### src/rtl/diram_channel_model_pkg.sv
// Shared manager DRAM definitions: DiRAM sizing defaults, command encodings,
// per-bank state encoding and the poison word returned for illegal reads.
package diram_channel_model_pkg;

    // Manager-level DRAM ranges
    localparam int MGR_DRAM_BANKS  = 4;
    localparam int MGR_DRAM_DATA_W = 64;

    // Bank-select width for a given bank count (at least one bit)
    function automatic int bank_bits(input int n);
        return (n <= 1) ? 1 : $clog2(n);
    endfunction

    // DiRAM geometry defaults
    localparam int DIRAM_BANK_W = bank_bits(MGR_DRAM_BANKS);
    localparam int DIRAM_ROW_W  = 4;
    localparam int DIRAM_COL_W  = 4;

    // Data returned for a READ that targets a closed bank
    localparam logic [63:0] DIRAM_POISON = 64'hDEAD_BEEF_DEAD_BEEF;

    // {cmd1, cmd0} command encodings
    typedef enum logic [1:0] {
        DIRAM_CMD_PRECHARGE = 2'b00,
        DIRAM_CMD_READ      = 2'b01,
        DIRAM_CMD_WRITE     = 2'b10,
        DIRAM_CMD_ACTIVATE  = 2'b11
    } diram_cmd_e;

    // Per-bank row state
    typedef enum logic {
        BANK_CLOSED = 1'b0,
        BANK_OPEN   = 1'b1
    } bank_state_e;

endpackage

### src/rtl/diram_rd_lat_pipe.sv
// Read-return pipe: DEPTH-stage valid+data shift register. Each data stage
// only loads when a valid word enters it, so the output data holds its last
// returned value while valid is low.
module diram_rd_lat_pipe
    import diram_channel_model_pkg::*;
#(
    parameter int DEPTH  = 4,
    parameter int DATA_W = MGR_DRAM_DATA_W
) (
    input  logic              clk,
    input  logic              rst_i,
    input  logic              in_vld_i,
    input  logic [DATA_W-1:0] in_data_i,
    output logic              out_vld_o,
    output logic [DATA_W-1:0] out_data_o
);

    logic [DEPTH-1:0]  vld_q;
    logic [DATA_W-1:0] data_q [DEPTH];

    // Input seen by each stage: the pipe input for stage 0, else the previous stage
    logic [DEPTH-1:0]  vld_d;
    logic [DATA_W-1:0] data_d [DEPTH];

    for (genvar gi = 0; gi < DEPTH; gi++) begin : g_stage
        if (gi == 0) begin : g_first
            assign vld_d[gi]  = in_vld_i;
            assign data_d[gi] = in_data_i;
        end else begin : g_next
            assign vld_d[gi]  = vld_q[gi-1];
            assign data_d[gi] = data_q[gi-1];
        end
    end

    // Shift valids every cycle; advance data only alongside a valid
    always_ff @(posedge clk or posedge rst_i) begin
        if (rst_i) begin
            vld_q <= '0;
            for (int i = 0; i < DEPTH; i++) begin
                data_q[i] <= '0;
            end
        end else begin
            vld_q <= vld_d;
            for (int i = 0; i < DEPTH; i++) begin
                if (vld_d[i]) begin
                    data_q[i] <= data_d[i];
                end
            end
        end
    end

    assign out_vld_o  = vld_q[DEPTH-1];
    assign out_data_o = data_q[DEPTH-1];

endmodule

### config.mk
export PLATFORM = sky130hd
export DESIGN_NAME = diram_rd_lat_pipe
export DESIGN_NICKNAME = d
export VERILOG_FILES = /design/src/rtl/diram_channel_model_pkg.sv /design/src/rtl/diram_rd_lat_pipe.sv
export SDC_FILE = /design/constraint.sdc
export NUM_CORES = 1
export LEC_CHECK = 0
export BUFFER_PORTS_ARGS = -buffer_cell sky130_fd_sc_hd__buf_2
export CAP_MARGIN = 20
export CORE_UTILIZATION = 25
export CTS_CLUSTER_SIZE = 20
export DETAILED_ROUTE_END_ITERATION = 12
export MAX_ROUTING_LAYER = met4
export PLACE_DENSITY = 0.5
export SETUP_SLACK_MARGIN = 0.2
export SLEW_MARGIN = 20
export SYNTH_ARGS = -nofsm -noshare
export SYNTH_HDL_FRONTEND = slang
export SYNTH_SLANG_ARGS = --single-unit
### constraint.sdc
create_clock -name clk -period 8.4 [get_ports clk]
set_input_delay 1.26 -clock clk [delete_from_list [all_inputs] [get_ports clk]]
set_output_delay 1.26 -clock clk [all_outputs]
set_load 0.05 [all_outputs]
Word level (Yosys, flattened, before mapping)
Index checks and enable logic that the tools add are counted.
{"block": "totals", "reg_bits": 260, "word_cells": 5}

Longest topological paths before layout
{"block": "depth", "ltp_word": 0, "ltp_mapped": 3}

Worst setup path after synthesis
Ideal clock, no wire load.
{"block": "synth_timing", "kind": "input to register", "start": "input port in_vld_i", "end": "register data_q, in the netlist data_d[128]", "arrival_ns": 1.862, "setup_slack_ns": 6.413, "stages": 3, "required_time_ns": 8.275, "cell_sequence": "buf_6 -> clkbuf_8 -> mux2_2"}
{"element": "start, declared", "line_no": "diram_rd_lat_pipe.sv:12", "source": "input logic in_vld_i,"}
{"element": "end signal, assigned by index", "line_no": "diram_rd_lat_pipe.sv:46", "source": "data_q[i] <= data_d[i];"}
{"element": "end, declared", "line_no": "diram_rd_lat_pipe.sv:19", "source": "logic [DATA_W-1:0] data_q [DEPTH];"}
No word-level cell between the ends.

Worst setup path in the final report
{"block": "layout_timing", "start": "register data_q, in the netlist out_data_o[51]", "end": "output port out_data_o[51]"}
{"element": "end, declared", "line_no": "diram_rd_lat_pipe.sv:15", "source": "output logic [DATA_W-1:0] out_data_o"}
No word-level cell between the ends.

==> run_results.csv <==
group,metric,value,unit
run_status,status,"complete, no violations",
placement,place.port_buffers,131,
placement,place.gp.congestion,0.6421,
clock_network,clock_sinks,260,
synthesis,synth.top_cells.by_count,"dfrtp_1, mux2_2, clkbuf_8",
synthesis,ys_ff_latch,260,
synthesis,async_flop_share,1.000,
global_route,grt_first_pass_wirelength,30.26,mm
drt,drc,0,
synthesis,synthTopCellsByArea,"dfrtp_1, mux2_2, clkbuf_8, buf_6, inv_1",
global_route,grt_max_degree,183,
finish,fillerInstances,3953,
synthesis,seq_area_frac_synth,0.6661,
setup_path,worstSetupStartpoint,"out_data_o[51]$_DFFE_PP0P_",
setup_path,r2r_start,"vld_q[0]$_DFF_PP0_",
drt,dr.first_iter.drc_count,114,
setup_path,cp_top_family,"flip-flops",
clock_network,cts_buffer_depth,3,
clock_network,cts.root.buffer_cell,"clkbuf_16",
setup_path,crit_cells,1,
placement,dp_hpwl,10.37,mm
setup_path,required,7.14,ns
finish,layout.cells.non_filler,1226,
global_route,grtUsageTotal,0.1008,
synthesis,postSynthCellCount,545,
finish,final_nets,754,
setup_path,critPathBufInv,1,
sta,tightest_slew,0.8433,ns
drt,via_count,4922,
setup_path,slowest_stage,"dfrtp_1",
setup_path,reg2regPathDepth,2,
setup_path,cp-end-kind,"output port",
floorplanning,dieArea,39870,um^2
sta,hold_viol,0,
synthesis,syn_avg_cell_area,17.92,um^2
hold_path,hp-class,"flop to flop",
synthesis,ys_types,5,
floorplanning,die_x,199.7,um
sta,finalClockSkew,0.007599,ns
floorplanning,io_pins,132,
sta,finalCritPeriodShare,0.2945,
drt,drt-total-wl,18.93,mm
run,cap_violations,0,
drt,routedWlPerCell,15.44,um
drt,dr.pass1.iters,4,
hold_path,min_from,"data_d[158]$_DFFE_PP0P_",
pwr,max-vdd-ir-drop,0.1612,mV
floorplanning,initial_core_util,0.2533,
floorplanning,rows,72,
setup_path,r2r_setup_slack,6.50,ns
synthesis,synth_edf_count,0,
drt,post_drt_via_cell_ratio,4.015,
synthesis,synthFlopType,"dfrtp_1",
setup_path,cp-start-kind,"flop",
clock_network,cts_made_buffers,30,
clock_network,cts_resized,0,
pwr,leakage,5.097,nW
setup_path,worst_path_largest_cell_delay,0.38,ns
clock_network,hold_buffers,0,
floorplanning,die_y,199.7,um
setup_path,path_class,"flop to output port",
clock_network,htreeDepth,1,
clock_network,clock_latency,0.55,ns
setup_path,cp-endpoint,"out_data_o[51]",
sta,final-setup-viol-count,0,
setup_path,crit_chain,"buf_2",
setup_path,arrival,1.21,ns
synthesis,syn-num-nets,612,
pwr,power.density,296.0,nW/um^2
synthesis,synth_top_area_share,0.6661,
clock_network,clk_pin_slew,0.06,ns
sta,rsz0062_at_grt,"false",
sta,finalSetupTns,0,ns
sta,fin_crit,2.473,ns
global_route,antenna_found_initial,1,
global_route,globalRouteOverflowTotal,0,
clock_network,cts_tree,"built",
finish,drive_gt1_frac,0.6181,
synthesis,synth_most_common_cell,"dfrtp_1",
sta,slew_headroom,0.4378,
finish,area_delta_synth_final,20.37,%
clock_network,postCtsSetupBuffers,0,
drt,detail-route-antenna-nets,0,
placement,placed_cells,1172,
synthesis,synth_top_cell_by_area,"dfrtp_1",
sta,max_freq,404.3,MHz
pwr,finalPower,3.480,mW
setup_path,rr_endpoint,"data_d[113]$_DFFE_PP0P_",
global_route,first_global_vias,5243,
setup_path,crit_fanout,2,
sta,final-max-slew-violation-count,0,
synthesis,synth_area,9768,um^2
floorplanning,coreArea,38560,um^2
synthesis,yosys_warnings,0,
## cells in the final DEF (no fill, tap or decap), drive strengths merged
| cell type | count |
|---|---|
| bufinv | 2 |
| clkinv | 1 |
| diode | 1 |
| buf | 138 |
| mux2 | 256 |
| clkinvlp | 2 |
| clkbuf | 48 |
| dfrtp | 260 |
## layout make-up
class	count	area (um^2)	share of cell area
flip-flops and latches	260	6518	0.5543
multi-input cells	256	2883	0.2452
clock buffers	48	879.6	0.07481
repair buffers	138	747.0	0.06353
well taps	518	648.1	0.05512
clock inverters	4	72.57	0.006172
inverters	1	7.507	0.0006385
diodes	1	2.502	0.0002128
## state kept, by name, indices dropped and copies added (netlist names)
name	flops
data_d	192
out_data_o	64
vld_q	4
## logic make-up after synthesis
kind of cell / after synthesis / share of synthesized area
DFF: 260 / 0.6661
muxes: 256 / 0.2951
buffers and inverters: 29 / 0.03881
## stage by stage
step                setup slack [ns]  hold slack (ns)  area, um^2  utilization
finish                         5.927           0.4935       11760       0.3049
global route                   5.839           0.5089       11760       0.3049
CTS                            5.618           0.4977       11720       0.3041
detailed placement             5.022           0.4868       10770       0.2794
global placement               5.027           0.4816       10770       0.2794
floorplan                      3.712           0.3745        9772            -
## power breakdown
part	switching, mW	internal (mW)	total [mW]
Sequential	0.107	1.47	1.57
Combinational	0.408	0.237	0.645
Clock	0.491	0.769	1.26
## per-layer routing
metal,vias to the layer above,routed length (um),GRT usage,share of wire
li1,2218,-,-,-
met5,-,0,-,0
met2,93,8698,0.1524,0.46
met1,2581,8796,0.1321,0.46
met3,30,989,0.02768,0.052
met4,0,445,0.02771,0.024
## worst min path at each step
| stage | slack (ns) | depth (start not counted) | end |
|---|---|---|---|
| after floorplan | 0.37 | 0 | vld_q[1]$_DFF_PP0_ |
| after global routing | 0.51 | 1 | data_d[90]$_DFFE_PP0P_ |
| after detailed placement | 0.49 | 1 | data_d[12]$_DFFE_PP0P_ |
| after global placement | 0.48 | 1 | data_d[36]$_DFFE_PP0P_ |
| final | 0.49 | 1 | data_d[94]$_DFFE_PP0P_ |
| after CTS | 0.50 | 1 | data_d[28]$_DFFE_PP0P_ |
(Power assumes the default switching activity.)
